`src/rtl/grid_renderer.sv`:
```
// grid_renderer: pipelined pixel-colour generator for the battleship board.
// Pixel (current_row, current_line) presented in cycle t produces cell_addr
// in cycle t+1, expects cell_status in cycle t+2 and drives color_out in
// cycle t+3. Cell index and intra-cell offset come from counters that follow
// the scan coordinates; the row base address is accumulated, not multiplied.
// Optional feature: define GRID_RENDERER_BLINK_EN to blank hit cells on
// alternate groups of BLINK_FRAMES frames.
module grid_renderer #(
    parameter int GRID_COLS    = 10,
    parameter int GRID_ROWS    = 10,
    parameter int CELL_W       = 64,
    parameter int CELL_H       = 48,
    parameter int LINE_W       = 3,
    parameter int STROKE       = 6,
    parameter int CURSOR_R     = 5,
    parameter int BLINK_FRAMES = 30
) (
    input  logic        clk_in,
    input  logic        rst_in,
    input  logic        enable,
    input  logic [9:0]  current_row,
    input  logic [9:0]  current_line,
    input  logic [9:0]  mouse_pos_x,
    input  logic [9:0]  mouse_pos_y,
    output logic [7:0]  cell_addr,
    input  logic [4:0]  cell_status,
    output logic [11:0] color_out
);
    localparam int OXW = $clog2(CELL_W);
    localparam int OYW = $clog2(CELL_H);
    localparam int CXW = $clog2(GRID_COLS + 1);
    localparam int CYW = $clog2(GRID_ROWS + 1);
    localparam logic [OXW-1:0] OX_LAST  = OXW'(CELL_W - 1);
    localparam logic [OYW-1:0] OY_LAST  = OYW'(CELL_H - 1);
    localparam logic [OXW-1:0] OX_LINE  = OXW'(LINE_W);
    localparam logic [OYW-1:0] OY_LINE  = OYW'(LINE_W);
    localparam logic [CXW-1:0] CX_OUT   = CXW'(GRID_COLS);
    localparam logic [CYW-1:0] CY_OUT   = CYW'(GRID_ROWS);
    localparam logic [7:0]     ROW_STEP = 8'(GRID_COLS);
    localparam logic [10:0]    CUR_R    = 11'(CURSOR_R);

    // Circle ring radii and cross stroke limit.
    localparam int R_CIRC = ((CELL_W < CELL_H) ? CELL_W : CELL_H) / 2 - 2;
    localparam logic signed [10:0] HALF_W = 11'(CELL_W / 2);
    localparam logic signed [10:0] HALF_H = 11'(CELL_H / 2);
    localparam logic signed [21:0] R_OUT2 = 22'(R_CIRC * R_CIRC);
    localparam logic signed [21:0] R_IN2  = 22'((R_CIRC - STROKE) * (R_CIRC - STROKE));
    localparam logic [19:0] CROSS_LIM = 20'(STROKE * CELL_W);

    // Stage 0 state: scan trackers.
    logic [9:0]     prev_row, prev_line;
    logic [OXW-1:0] ox, ox_n;
    logic [OYW-1:0] oy, oy_n;
    logic [CXW-1:0] cx, cx_n;
    logic [CYW-1:0] cy, cy_n;
    logic [7:0]     row_base, row_base_n;

    // Stage 0 combinational results.
    logic [10:0] cdx, cdy, adx, ady;
    logic        cursor_n, line_n, outside_n, blank_n;
    logic [7:0]  addr_n;

    // Pipeline registers.
    logic [OXW-1:0] s1_ox, s2_ox;
    logic [OYW-1:0] s1_oy, s2_oy;
    logic s1_cursor, s1_line, s1_out, s1_en, s1_blank;
    logic s2_cursor, s2_line, s2_out, s2_en, s2_blank;

    // Stage 2 combinational results.
    logic signed [10:0] dx, dy;
    logic signed [21:0] dx2, dy2, d2;
    logic [19:0] prod_a, prod_b, prod_c, diff_a, diff_c;
    logic        circle_on, cross_on;
    logic [11:0] content, pixel;

    // Horizontal tracker: offset wraps per cell, column saturates at GRID_COLS.
    always_comb begin
        ox_n = ox;
        cx_n = cx;
        if (current_row == 10'd0) begin
            ox_n = '0;
            cx_n = '0;
        end else if (current_row != prev_row) begin
            if (ox == OX_LAST) begin
                ox_n = '0;
                if (cx != CX_OUT) cx_n = cx + 1'b1;
            end else begin
                ox_n = ox + 1'b1;
            end
        end
    end

    // Vertical tracker: same rule on lines; row base address moves with cy.
    always_comb begin
        oy_n       = oy;
        cy_n       = cy;
        row_base_n = row_base;
        if (current_line == 10'd0) begin
            oy_n       = '0;
            cy_n       = '0;
            row_base_n = '0;
        end else if (current_line != prev_line) begin
            if (oy == OY_LAST) begin
                oy_n = '0;
                if (cy != CY_OUT) begin
                    cy_n       = cy + 1'b1;
                    row_base_n = row_base + ROW_STEP;
                end
            end else begin
                oy_n = oy + 1'b1;
            end
        end
    end

    // Cursor box, grid-line and outside decisions for the incoming pixel.
    always_comb begin
        cdx       = {1'b0, current_row} - {1'b0, mouse_pos_x};
        cdy       = {1'b0, current_line} - {1'b0, mouse_pos_y};
        adx       = cdx[10] ? (~cdx + 11'd1) : cdx;
        ady       = cdy[10] ? (~cdy + 11'd1) : cdy;
        cursor_n  = (adx <= CUR_R) && (ady <= CUR_R);
        line_n    = ((ox_n < OX_LINE) && (cx_n != '0) && (cx_n < CX_OUT)) ||
                    ((oy_n < OY_LINE) && (cy_n != '0) && (cy_n < CY_OUT));
        outside_n = (cx_n == CX_OUT) || (cy_n == CY_OUT);
        addr_n    = outside_n ? 8'd0 : (row_base_n + 8'(cx_n));
    end

`ifdef GRID_RENDERER_BLINK_EN
    localparam int FCW = $clog2(BLINK_FRAMES + 1);
    localparam logic [FCW-1:0] FC_LAST = FCW'(BLINK_FRAMES - 1);
    logic [FCW-1:0] frame_cnt, frame_cnt_n;
    logic           phase, phase_n;

    // Frame counter: a frame starts when the line returns to 0 at row 0.
    always_comb begin
        frame_cnt_n = frame_cnt;
        phase_n     = phase;
        if ((current_line == 10'd0) && (prev_line != 10'd0) && (current_row == 10'd0)) begin
            if (frame_cnt == FC_LAST) begin
                frame_cnt_n = '0;
                phase_n     = ~phase;
            end else begin
                frame_cnt_n = frame_cnt + 1'b1;
            end
        end
        blank_n = phase_n;
    end

    // Frame counter and blink phase registers.
    always_ff @(posedge clk_in) begin
        if (rst_in) begin
            frame_cnt <= '0;
            phase     <= 1'b0;
        end else begin
            frame_cnt <= frame_cnt_n;
            phase     <= phase_n;
        end
    end
`else
    assign blank_n = 1'b0;
`endif

    // Stage 0/1 registers: trackers, registered address and delayed flags.
    always_ff @(posedge clk_in) begin
        if (rst_in) begin
            prev_row  <= '0;
            prev_line <= '0;
            ox        <= '0;
            oy        <= '0;
            cx        <= '0;
            cy        <= '0;
            row_base  <= '0;
            cell_addr <= '0;
            s1_ox     <= '0;
            s1_oy     <= '0;
            s1_cursor <= 1'b0;
            s1_line   <= 1'b0;
            s1_out    <= 1'b0;
            s1_en     <= 1'b0;
            s1_blank  <= 1'b0;
        end else begin
            prev_row  <= current_row;
            prev_line <= current_line;
            ox        <= ox_n;
            oy        <= oy_n;
            cx        <= cx_n;
            cy        <= cy_n;
            row_base  <= row_base_n;
            cell_addr <= addr_n;
            s1_ox     <= ox_n;
            s1_oy     <= oy_n;
            s1_cursor <= cursor_n;
            s1_line   <= line_n;
            s1_out    <= outside_n;
            s1_en     <= enable;
            s1_blank  <= blank_n;
        end
    end

    // Stage 2 registers: hold flags while the RAM answers cell_addr.
    always_ff @(posedge clk_in) begin
        if (rst_in) begin
            s2_ox     <= '0;
            s2_oy     <= '0;
            s2_cursor <= 1'b0;
            s2_line   <= 1'b0;
            s2_out    <= 1'b0;
            s2_en     <= 1'b0;
            s2_blank  <= 1'b0;
        end else begin
            s2_ox     <= s1_ox;
            s2_oy     <= s1_oy;
            s2_cursor <= s1_cursor;
            s2_line   <= s1_line;
            s2_out    <= s1_out;
            s2_en     <= s1_en;
            s2_blank  <= s1_blank;
        end
    end

    // Sprite masks from the cell-local offset.
    always_comb begin
        dx        = $signed(11'(s2_ox)) - HALF_W;
        dy        = $signed(11'(s2_oy)) - HALF_H;
        dx2       = 22'(dx) * 22'(dx);
        dy2       = 22'(dy) * 22'(dy);
        d2        = dx2 + dy2;
        circle_on = (d2 >= R_IN2) && (d2 <= R_OUT2);
        prod_a    = 20'(s2_ox) * 20'(CELL_H);
        prod_c    = 20'(OX_LAST - s2_ox) * 20'(CELL_H);
        prod_b    = 20'(s2_oy) * 20'(CELL_W);
        diff_a    = (prod_a >= prod_b) ? (prod_a - prod_b) : (prod_b - prod_a);
        diff_c    = (prod_c >= prod_b) ? (prod_c - prod_b) : (prod_b - prod_c);
        cross_on  = (diff_a < CROSS_LIM) || (diff_c < CROSS_LIM);
    end

    // Content colour from cell status, then cursor > grid line > content.
    always_comb begin
        content = 12'h000;
        if (s2_out) begin
            content = 12'h2B0;
        end else begin
            case (cell_status)
                5'd1:    content = 12'h555;
                5'd2:    content = s2_blank ? 12'h000 : 12'hE91;
                5'd3:    content = (circle_on && !s2_blank) ? 12'hF0C : 12'h000;
                5'd4:    content = (cross_on && !s2_blank) ? 12'hF0C : 12'h000;
                default: content = 12'h000;
            endcase
        end
        if (s2_cursor)    pixel = 12'hF00;
        else if (s2_line) pixel = 12'h00F;
        else              pixel = content;
    end

    // Stage 3: output register, blanked outside the visible area.
    always_ff @(posedge clk_in) begin
        if (rst_in) color_out <= '0;
        else        color_out <= s2_en ? pixel : 12'h000;
    end
endmodule

```
`config.mk`:
```
export PLATFORM = sky130hd
export DESIGN_NAME = grid_renderer
export DESIGN_NICKNAME = d
export VERILOG_FILES = /design/src/rtl/grid_renderer.sv
export SDC_FILE = /design/constraint.sdc
export NUM_CORES = 1
export LEC_CHECK = 0
export CAP_MARGIN = 20
export CORE_ASPECT_RATIO = 1.25
export CORE_MARGIN = 3
export CORE_UTILIZATION = 55
export CTS_CLUSTER_DIAMETER = 30
export DETAILED_ROUTE_END_ITERATION = 10
export PLACE_DENSITY_LB_ADDON = 0.25
export SKIP_CTS_REPAIR_TIMING = 1
export SLEW_MARGIN = 20
export SYNTH_ARGS = -nofsm -noshare
export SYNTH_HDL_FRONTEND = slang
export SYNTH_SLANG_ARGS = --single-unit
```
`constraint.sdc`:
```
create_clock -name clk_in -period 7.9 [get_ports clk_in]
set_input_delay 0.79 -clock clk_in [delete_from_list [all_inputs] [get_ports clk_in]]
set_output_delay 0.79 -clock clk_in [all_outputs]
set_load 0.01 [all_outputs]
```
==> impl_results.md, run 1 <==
* Status: finished, final reports clean
* Port bufs at 67
* Vias in the first global route at 8,141
* NetSw at 852.3 uW
* Placer congestion estimate at 0.9127
* Max-cap viol count at 0
* Register clock-pin slew on the reported worst setup and hold paths at 0.07 ns
* Final WL at 21,910 um
* Initial DRC count at 385
* CTS max path bufs at 2
* Horiz. Die Dim at 127.8 um
* Setup ws final at 0.4279 ns
* Synth warn at 0
* Final setup viols at 0
* Core ar. at 18,170 um2
* Detailed-placement wirelength estimate at 18,170 um
* Critical Path, Cell by Cell: inv_1 -> o21ai_1 -> inv_1 -> nand2_1 -> inv_1 -> fa_1 -> inv_1 -> fa_1 -> inv_1 -> fa_1 -> fa_1 -> fa_1 -> inv_1 -> fa_1 -> inv_1 -> ha_1 -> a21oi_1 -> o22ai_1 -> a2111oi_0 -> o2111ai_1 -> nand3b_1 -> o22ai_1 -> nor2_2 -> a221oi_2
* Worst EP required at 8.16 ns
* Main synth FF type: dfxtp_1
* Root Buffer: clkbuf_16
* DRC at 0
* Area of the multi-input gates at 7764 um2
* Worst slew margin at 45.71%
* Filler Cells Inserted at 1,566
* Initial antenna violation count at 0
* Power Density at 186.9 nW/um2
* Sequential share of power at 21.9%
* Final Max Slew Viols at 0
* Worst setup SP type: flip-flop
* Worst VDD drop at 141.4 uV
* Synth Register Bits at 88
* Critical path arrival at 7.73 ns
* Area added between synthesis and finish at 11.56%
* Period minus WS final at 7.472 ns
* Max Fclk at 0.1338 GHz
* Register area at 1762 um2
* Leak at 0.005165 uW
* Routed vias/inst at 5.592
* Hold slack at 0.4438 ns
* Sw Ratio at 40.05%
* HP Class: reg2reg
* NumNets Final at 1,469
* Num CTS Buffers at 9
* H-tree Lvls at 3
* Slowest stage cell, crit path: fa_1
* Crit-path max cell delay at 0.61 ns
* RSZ-0062 raised after global routing: no
* Final ANT Viol Nets at 0
* Final core utilization at 62.66%
* Hold Violations, Final at 0
* Dpl cell area at 11,070 um2
* Vias at 8,075
* Least-Margin Pin Slew at 0.8081 ns
* # clock sinks at 88
* CTS tree: yes
* Row cnt at 55
* Post-route cell area at 11,380 um2
* Final TNS setup at 0 ns
* Initial Util at 56.16%
* Combinational share of power at 57.5%
* DR WL/cell at 15.17 um
* Async S/R FF share, synth at 0%
* Grt total ovfl at 0
* Clk pwr share at 20.6%
* IO Count at 68
* Worst-skew pair later-pin latency at 0.34 ns
* Cells after Synth at 1,154
* Largest net degree at the start of global routing at 67
* Post-Syn Area at 10,200 um2
* Die Height at 158.3 um
* All-Layer GR Usage at 22.03%
* Peak fanout along the critical path at 11
* Setup slack, reg-to-reg at 0.43 ns
* Antenna cells at 0
* Most used cell along the critical path: inv_1
* Global-route wire length before repair at 36,610 um
* Seq/Total Area, Yosys at 17.27%
* Mapped Nets at 1,412
* Internal power at 1276 uW
* Post-synth EDFFs at 0
* Final Cycle Share at 94.58%
* Pre-CTS setup slack at 0.4585 ns
* Worst Setup End Kind: flip-flop
* Syn Area/Cell at 8.842 um2
* Synth cell types at 90
* Clock skew at 0.01058 ns
* Layout cells sized above 1 at 5.921%
* Die area at 20,230 um2
* Pre-antenna DRT Iters at 5
* Worst setup path class: reg2reg
==> metrics by stage <==
| step | power (uW) | std cells |
|---|---|---|
| after global placement | 1663 | 1428 |
| after detailed placement | 1703 | 1428 |
| final | 2128 | 1444 |
| after floorplan | 1465 | 1154 |
| after CTS | 2149 | 1444 |
| after global routing | 2341 | 1444 |
==> cells in the mapped netlist, drive strengths merged (11+ instances only) <==
library cell | instances | area [um2]
inv | 148 | 555.5
ha | 116 | 1451
nor2 | 113 | 454.2
fa | 94 | 1882
dfxtp | 88 | 1762
nand2 | 58 | 220.2
xnor2 | 55 | 489.2
a21oi | 54 | 285.3
nor2b | 48 | 300.3
o21ai | 45 | 225.2
xor2 | 39 | 341.6
nor3 | 36 | 207.7
a21o | 22 | 165.2
nand3 | 19 | 100.1
clkbuf | 15 | 56.30
o21a | 12 | 90.09
buf | 11 | 66.31
mux2i | 11 | 122.6
or3 | 11 | 68.82
==> registers in the layout, indices dropped and copies added, names as in the netlist <==
register and flops:
color_out 12, prev_line 10, prev_row 10, cell_addr 8
row_base 8, s1_ox 6, s1_oy 6, s2_ox 6
s2_oy 6, cx 4, cy 4, s1_cursor 1
s1_en 1, s1_line 1, s1_out 1, s2_cursor 1
s2_en 1, s2_line 1, s2_out 1
==> area by class of cell <==
| class | instances | area share, % |
|---|---|---|
| multi-input cells | 892 | 68.20 |
| clock inverters | 7 | 0.7804 |
| clock buffers | 9 | 1.978 |
| inverters | 148 | 4.880 |
| well taps | 228 | 2.506 |
| flip-flops and latches | 88 | 15.48 |
| repair buffers | 72 | 6.177 |
==> logic make-up (layout without fill, tap and decap cells) <==
kind of cell             count (synthesis)  after routing  share of synthesized area (%)
multiplexers                            13             13                          1.422
flip-flops                              88             88                          17.27
AND/OR/NAND/NOR                        354            354                          18.85
buffers and inverters                  174            236                          6.646
XOR/XNOR                                94             94                          8.142
adder cells (fa/ha/maj)                210            210                          32.67
AO/OA/AOI/OAI                          221            221                          15.01
==> power by group through the flow <==
| stage | sequential, uW | clock [uW] | combinational [uW] |
|---|---|---|---|
| 2_1_floorplan | 472 | 0 | 994 |
| 3_3_place_gp | 476 | 0 | 1190 |
| 6_report | 466 | 438 | 1220 |
| 5_1_grt | 467 | 465 | 1410 |
| 4_1_cts | 466 | 447 | 1240 |
| 3_5_place_dp | 476 | 0 | 1230 |
==> path summary, 6_finish.rpt <==
check / startpoint / end / cells after the start
setup reg to reg: s2_oy[3]$_SDFF_PP0_ / color_out[9]$_SDFF_PP0_ / 24
hold reg to reg: s1_line$_SDFF_PP0_ / s2_line$_SDFF_PP0_ / 1
setup / recovery: s2_oy[3]$_SDFF_PP0_ / color_out[9]$_SDFF_PP0_ / 24
hold / removal: s1_line$_SDFF_PP0_ / s2_line$_SDFF_PP0_ / 1
==> placed cells by master (no fill, tap or decap), types with 18 or more instances in the layout <==
| master | synthesis | routed |
|---|---|---|
| nor2b_1 | 48 | 48 |
| o21ai_0 | 40 | 40 |
| inv_1 | 148 | 148 |
| nand3_1 | 18 | 18 |
| nor3_1 | 33 | 33 |
| clkdlybuf4s50_1 | 0 | 66 |
| xnor2_1 | 54 | 54 |
| nand2_1 | 57 | 57 |
| nor2_1 | 101 | 101 |
| ha_1 | 116 | 116 |
| fa_1 | 94 | 94 |
| a21oi_1 | 50 | 50 |
| a21o_1 | 22 | 22 |
| xor2_1 | 39 | 39 |
| dfxtp_1 | 88 | 88 |
==> layer usage <==
metal  track usage, %  up-vias  part of all wire (%)
met5                0        -                     0
li1                 -     4014                     -
met1            25.27     3843                    41
met2            41.01      166                    52
met3            2.450       52                   2.8
met4            9.909        0                   4.3
==> worst max-delay path: cells and delay by family (launching register included) <==
family                   cells  cell delay (ns)
AO/OA/AOI/OAI                7             1.97
adder cells (fa/ha/maj)      7             3.50
buffers and inverters        7             0.86
flip-flops                   1             0.54
AND/OR/NAND/NOR              3             0.53
Note: power is estimated with default switching activity, not from simulation.
==> run 2: changes to the inputs <==
--- a/config.mk
+++ b/config.mk
@@ -11,7 +11,7 @@
 export CORE_UTILIZATION = 55
 export CTS_CLUSTER_DIAMETER = 30
 export DETAILED_ROUTE_END_ITERATION = 10
-export PLACE_DENSITY_LB_ADDON = 0.25
+export PLACE_DENSITY = 0.72
 export SKIP_CTS_REPAIR_TIMING = 1
 export SLEW_MARGIN = 20
 export SYNTH_ARGS = -nofsm -noshare
==> run 2 against run 1 <==
- cell count hardly changed
- global-route usage is 0.43 points higher
- flip-flop and latch count stayed put
- via count rose by 0.77%
- non-clock buffer count increased by 1
- final area about the same
- count of clock-buffer cells in the layout increased by 1
- fmax increased by 1.3%
- largest power group unchanged
==> impl_results.md, run 2 (synthesis gave the netlist of run 1 again) <==
* Status: finished, final reports clean (unchanged)
* Hold path startpoint: s1_line$_SDFF_PP0_ (unchanged)
* RSZ-0062 raised after global routing: no (unchanged)
* Setup slack, reg-to-reg at 0.53 ns (was 0.43 ns)
* Final Cycle Share at 93.35% (was 94.58%)
* Period minus WS final at 7.375 ns (was 7.472 ns)
* # clock sinks at 88 (unchanged)
* Hold slack at 0.4381 ns (was 0.4438 ns)
* Setup ws final at 0.5254 ns (was 0.4279 ns)
* Max-cap viol count at 0 (unchanged)
* Worst Setup End Kind: flip-flop (unchanged)
* Final setup viols at 0 (unchanged)
* Global-route wire length before repair at 37,340 um (was 36,610 um)
* NumNets Final at 1,470 (was 1,469)
* Worst-skew pair later-pin latency at 0.34 ns (about the same)
* Placer congestion estimate at 0.9263 (was 0.9127)
* Num CTS Buffers at 9 (unchanged)
* DR WL/cell at 15.32 um (was 15.17 um)
* CTS max path bufs at 2 (unchanged)
* Clock skew at 0.009854 ns (was 0.01058 ns)
* CTS tree: yes (unchanged)
* Internal power at 1272 uW (was 1276 uW)
* Post-route cell area at 11,380 um2 (about the same)
* Vias in the first global route at 8,072 (was 8,141)
* Pre-antenna DRT Iters at 5 (unchanged)
* Root Buffer: clkbuf_16 (unchanged)
* Pre-CTS setup slack at 0.4374 ns (was 0.4585 ns)
* Initial DRC count at 349 (was 385)
* Commonest non-fill, non-tap cell in the layout: inv_1 (unchanged)
* Worst EP required at 8.15 ns (was 8.16 ns)
* Row cnt at 55 (unchanged)
* Worst reg2reg endpoint: color_out[10]$_SDFF_PP0_ (was color_out[9]$_SDFF_PP0_)
* Register clock-pin slew on the reported worst setup and hold paths at 0.06 ns (was 0.07 ns)
* Worst slew margin at 43.81% (was 45.71%)
* Critical path arrival at 7.63 ns (was 7.73 ns)
* Die area at 20,230 um2 (unchanged)
* Area added between synthesis and finish at 11.58% (was 11.56%)
* Worst setup SP type: flip-flop (unchanged)
* Die Height at 158.3 um (unchanged)
* Clk pwr share at 20.3% (was 20.6%)
* Layout cells sized above 1 at 5.998% (was 5.921%)
* Horiz. Die Dim at 127.8 um (unchanged)
* All-Layer GR Usage at 22.46% (was 22.03%)
* Final WL at 22,140 um (was 21,910 um)
* Worst VDD drop at 188.1 uV (was 141.4 uV)
* Sequential share of power at 22.0% (was 21.9%)
* Initial antenna violation count at 0 (unchanged)
* Largest register FFs at 12 (unchanged)
* Hold Violations, Final at 0 (unchanged)
* Routed vias/inst at 5.631 (was 5.592)
* Largest net degree at the start of global routing at 67 (unchanged)
* DRC at 0 (unchanged)
* Largest reg by FF count: color_out (unchanged)
* WHS Endpoint: s2_line$_SDFF_PP0_ (unchanged)
* Power Density at 185.7 nW/um2 (was 186.9 nW/um2)
* NetSw at 841.8 uW (was 852.3 uW)
* IO Count at 68 (unchanged)
* Grt total ovfl at 0 (unchanged)
* Leak at 0.005168 uW (was 0.005165 uW)
* Vias at 8,137 (was 8,075)
* H-tree Lvls at 3 (unchanged)
* Core ar. at 18,170 um2 (unchanged)
* Peak fanout along the critical path at 11 (unchanged)
* Worst setup path class: reg2reg (unchanged)
* Antenna cells at 0 (unchanged)
* Commonest non-fill, non-tap cells in the layout: inv_1, ha_1, nor2_1 (unchanged)
* Least-Margin Pin Slew at 0.8364 ns (was 0.8081 ns)
* Hold-critical path depth at 1 (unchanged)
* Largest regs: color_out: 12 flops, prev_line: 10 flops, prev_row: 10 flops (unchanged)
* Final Max Slew Viols at 0 (unchanged)
* Dpl cell area at 11,080 um2 (was 11,070 um2)
* Final core utilization at 62.67% (was 62.66%)
* R2R Path Start: s2_oy[3]$_SDFF_PP0_ (unchanged)
* Final TNS setup at 0 ns (unchanged)
* HP Class: reg2reg (unchanged)
* Max Fclk at 0.1356 GHz (was 0.1338 GHz)
* Detailed-placement wirelength estimate at 18,260 um (was 18,170 um)
* Combinational share of power at 57.7% (was 57.5%)
* Final ANT Viol Nets at 0 (unchanged)
* Initial Util at 56.16% (unchanged)
* Sw Ratio at 39.82% (was 40.05%)
* Port bufs at 67 (unchanged)
* R2R depth at 24 (unchanged)
-- run 2: cell count changes in the layout (fill, tap and decap cells not counted), sizes merged --
cell	delta
buf	+1
clkbuf	+1
clkinv	-1
-- run 2: stage by stage --
step / power (uW) / cells
5_1_grt: 2329 / 1445
2_1_floorplan: 1465 / 1154
3_3_place_gp: 1670 / 1429
3_5_place_dp: 1698 / 1429
4_1_cts: 2134 / 1445
6_report: 2114 / 1445
-- run 2: power by group through the flow --
stage / sequential [uW] / clock, uW / combinational [uW]
final: 464 / 430 / 1220
after global routing: 466 / 456 / 1410
after CTS: 464 / 437 / 1230
after detailed placement: 474 / 0 / 1220
after global placement: 474 / 0 / 1200
after floorplan: 472 / 0 / 994
-- run 2: worst max-delay path by stage --
stage | from | endpoint | slack [ns] | depth (start not counted)
2_1_floorplan | s2_oy[3]$_SDFF_PP0_ | color_out[10]$_SDFF_PP0_ | 1.35 | 25
3_3_place_gp | s2_oy[3]$_SDFF_PP0_ | color_out[10]$_SDFF_PP0_ | 0.77 | 25
3_5_place_dp | s2_oy[3]$_SDFF_PP0_ | color_out[10]$_SDFF_PP0_ | 0.44 | 24
4_1_cts | s2_oy[3]$_SDFF_PP0_ | color_out[10]$_SDFF_PP0_ | 0.39 | 24
5_1_grt | s2_oy[3]$_SDFF_PP0_ | color_out[10]$_SDFF_PP0_ | 0.04 | 25
6_report | s2_oy[3]$_SDFF_PP0_ | color_out[10]$_SDFF_PP0_ | 0.53 | 24
-- run 2: critical path, stage by stage, from the launching register on --
cell	delay [ns]
dfxtp_1	0.56
inv_1	0.20
o21ai_2	0.30
inv_1	0.21
nand2_1	0.15
inv_1	0.11
fa_1	0.62
inv_1	0.14
fa_1	0.56
inv_1	0.06
fa_1	0.41
fa_1	0.51
fa_1	0.54
inv_1	0.06
fa_1	0.53
inv_1	0.04
ha_1	0.35
a21oi_1	0.19
o22ai_1	0.11
a2111oi_0	0.44
o2111ai_1	0.16
nand3b_1	0.20
o22ai_1	0.44
nor2_2	0.14
a311oi_2	0.26
-- run 2: routing by layer --
metal / track usage [%] / up-vias / part of all wire (%)
li1: - / 4020 / -
met1: 26.68 / 3924 / 41
met2: 42.26 / 158 / 54
met3: 2.483 / 35 / 2.7
met4: 7.078 / 0 / 2.7
met5: 0 / - / 0
-- run 2: cell type report --
class	instances	area (um2)
inverters	148	555.5
clock buffers	10	229.0
multi-input cells	892	7767
fillers	1598	6783
repair buffers	73	710.7
flip-flops and latches	88	1762
well taps	228	285.3
clock inverters	6	75.07
==> run 3: changes to the inputs <==
--- a/config.mk
+++ b/config.mk
@@ -7,11 +7,10 @@
 export LEC_CHECK = 0
 export CAP_MARGIN = 20
 export CORE_ASPECT_RATIO = 1.25
-export CORE_MARGIN = 3
-export CORE_UTILIZATION = 55
-export CTS_CLUSTER_DIAMETER = 30
+export CORE_UTILIZATION = 50
+export CTS_CLUSTER_DIAMETER = 80
 export DETAILED_ROUTE_END_ITERATION = 10
-export PLACE_DENSITY = 0.72
+export PLACE_DENSITY = 0.66
 export SKIP_CTS_REPAIR_TIMING = 1
 export SLEW_MARGIN = 20
 export SYNTH_ARGS = -nofsm -noshare
==> run 3 against run 2 <==
- worst hold slack gained 0.0027 ns
- count of clock-buffer cells in the layout stayed put
- non-clock buffer count grew 1
- sequential power barely moved
- die area grew 3.7%
- clock skew is 0.0024 ns higher
- worst setup slack better by 0.033 ns
- cell count rose by 3.0%
- via count down 1.0%
- flip-flop and latch count unchanged
- combinational power hardly changed
- critical endpoint unchanged
==> impl_results.md, run 3 (synthesis gave the netlist of run 1 again) <==
* Status: finished, final reports clean (unchanged)
* Core ar. at 20,030 um2 (was 18,170 um2)
* All-Layer GR Usage at 22.08% (was 22.46%)
* Filler Cells Inserted at 1,888 (was 1,598)
* Final ANT Viol Nets at 0 (unchanged)
* Worst Setup End Kind: flip-flop (unchanged)
* H-tree Lvls at 3 (unchanged)
* NumNets Final at 1,471 (was 1,470)
* Critical Path, Cell by Cell: inv_1 -> o21ai_2 -> inv_1 -> nand2_1 -> inv_1 -> fa_1 -> inv_1 -> fa_1 -> inv_1 -> fa_1 -> fa_1 -> fa_1 -> inv_1 -> fa_1 -> inv_1 -> ha_1 -> a21oi_1 -> o22ai_1 -> a2111oi_0 -> o2111ai_1 -> nand3b_1 -> o22ai_1 -> nor2_2 -> a311oi_2 (unchanged)
* Placer congestion estimate at 0.9239 (was 0.9263)
* Num CTS Buffers at 9 (unchanged)
* Pre-antenna DRT Iters at 7 (was 5)
* Combinational share of power at 58.7% (was 57.7%)
* Sequential share of power at 22.3% (was 22.0%)
* Leak at 0.005159 uW (was 0.005168 uW)
* Grt total ovfl at 0 (unchanged)
* Worst-skew pair later-pin latency at 0.34 ns (about the same)
* RSZ-0062 raised after global routing: no (unchanged)
* Root Buffer: clkbuf_16 (unchanged)
* Max-cap viol count at 0 (unchanged)
* Worst EP required at 8.15 ns (about the same)
* Crit-path max cell delay at 0.61 ns (was 0.62 ns)
* Final TNS setup at 0 ns (unchanged)
* CTS tree: yes (unchanged)
* Final Max Slew Viols at 0 (unchanged)
* Worst slew margin at 42.76% (was 43.81%)
* Initial antenna violation count at 0 (unchanged)
* Largest net degree at the start of global routing at 67 (unchanged)
* Clk pwr share at 19.1% (was 20.3%)
* Sw Ratio at 40.59% (was 39.82%)
* Die Height at 161.7 um (was 158.3 um)
* HP Class: reg2reg (unchanged)
* Routed vias/inst at 5.410 (was 5.631)
* Worst VDD drop at 170.7 uV (was 188.1 uV)
* Final Cycle Share at 92.93% (was 93.35%)
* Commonest non-fill, non-tap cells in the layout: inv_1, ha_1, nor2_1 (unchanged)
* Worst setup path class: reg2reg (unchanged)
* Max Fclk at 0.1362 GHz (was 0.1356 GHz)
* Power Density at 182.6 nW/um2 (was 185.7 nW/um2)
* DRC at 0 (unchanged)
* Port bufs at 67 (unchanged)
* Horiz. Die Dim at 129.8 um (was 127.8 um)
* Area added between synthesis and finish at 12.02% (was 11.58%)
* Hold Violations, Final at 0 (unchanged)
* Least-Margin Pin Slew at 0.8521 ns (was 0.8364 ns)
* Internal power at 1239 uW (was 1272 uW)
* Initial DRC count at 306 (was 349)
* Row cnt at 58 (was 55)
* Peak fanout along the critical path at 11 (unchanged)
* Most used cell along the critical path: inv_1 (unchanged)
* Register clock-pin slew on the reported worst setup and hold paths at 0.07 ns (was 0.06 ns)
* Vias at 8,055 (was 8,137)
* CTS max path bufs at 2 (unchanged)
* Commonest non-fill, non-tap cell in the layout: inv_1 (unchanged)
* Global-route wire length before repair at 37,130 um (was 37,340 um)
* Clock skew at 0.01221 ns (was 0.009854 ns)
* Largest reg by FF count: color_out (unchanged)
* Total power at 2087 uW (was 2114 uW)
* Final setup viols at 0 (unchanged)
* Worst setup SP type: flip-flop (unchanged)
* Largest register FFs at 12 (unchanged)
* Critical path arrival at 7.59 ns (was 7.63 ns)
* Die area at 20,990 um2 (was 20,230 um2)
* Initial Util at 50.94% (was 56.16%)
* Detailed-placement wirelength estimate at 18,280 um (was 18,260 um)
* Layout cells sized above 1 at 6.076% (was 5.998%)
* Period minus WS final at 7.341 ns (was 7.375 ns)
* # clock sinks at 88 (unchanged)
* DR WL/cell at 14.70 um (was 15.32 um)
* NetSw at 847.0 uW (was 841.8 uW)
* IO Count at 68 (unchanged)
* Slowest stage cell, crit path: fa_1 (unchanged)
* Largest regs: color_out: 12 flops, prev_line: 10 flops, prev_row: 10 flops (unchanged)
* Vias in the first global route at 8,074 (was 8,072)
* Final WL at 21,890 um (was 22,140 um)
[run 3: metal layers]
layer	routed length (um)	global-route usage (%)	up-vias
met5	0	0	-
met4	520	6.977	0
met3	459	2.240	27
met2	11770	41.20	120
met1	9143	26.11	3884
li1	-	-	4024
[run 3: power groups by stage]
stage                     sequential [uW]  clock [uW]  combinational, uW
after detailed placement              474           0               1230
after CTS                             464         409               1240
after global placement                474           0               1200
after floorplan                       472           0                994
final                                 464         398               1220
after global routing                  466         431               1400
[run 3: area by class of cell]
| cell class | count | area, um2 | area share, % |
|---|---|---|---|
| timing repair buffer | 74 | 718.2 | 6.284 |
| inverter | 148 | 555.5 | 4.860 |
| clock inverter | 6 | 57.56 | 0.5036 |
| tap | 270 | 337.8 | 2.956 |
| sequential | 88 | 1762 | 15.41 |
| multi-input combinational | 892 | 7767 | 67.96 |
| antenna | 1 | 2.502 | 0.02189 |
| clock buffer | 10 | 229.0 | 2.003 |
[run 3: worst paths after layout]
kind                             from                        to  slack [ns]  depth (start not counted)
setup / recovery  s2_oy[3]$_SDFF_PP0_  color_out[10]$_SDFF_PP0_        0.56                         24
setup reg to reg  s2_oy[3]$_SDFF_PP0_  color_out[10]$_SDFF_PP0_        0.56                         24
hold / removal     s1_line$_SDFF_PP0_        s2_line$_SDFF_PP0_        0.44                          1
hold reg to reg    s1_line$_SDFF_PP0_        s2_line$_SDFF_PP0_        0.44                          1
[run 3: per-stage QoR]
| stage | cell area, um2 | hold slack [ns] | setup WS (ns) | util [%] | instances |
|---|---|---|---|---|---|
| after floorplan | 10200 | 0.4138 | 1.348 | - | 1154 |
| after global placement | 11140 | 0.4226 | 0.7550 | 55.60 | 1472 |
| after detailed placement | 11140 | 0.4253 | 0.4434 | 55.60 | 1472 |
| after CTS | 11420 | 0.4404 | 0.4037 | 57.03 | 1488 |
| after global routing | 11430 | 0.4650 | 0.1697 | 57.05 | 1488 |
| final | 11430 | 0.4409 | 0.5586 | 57.07 | 1489 |
[run 3: worst max-delay path: cells and delay by family, from the launching register on]
kind / cells / cell delay [ns]
fa+ha+maj: 7 / 3.49
flops: 1 / 0.55
buf+inv: 7 / 0.81
simple gates: 3 / 0.49
compound gates: 7 / 1.90
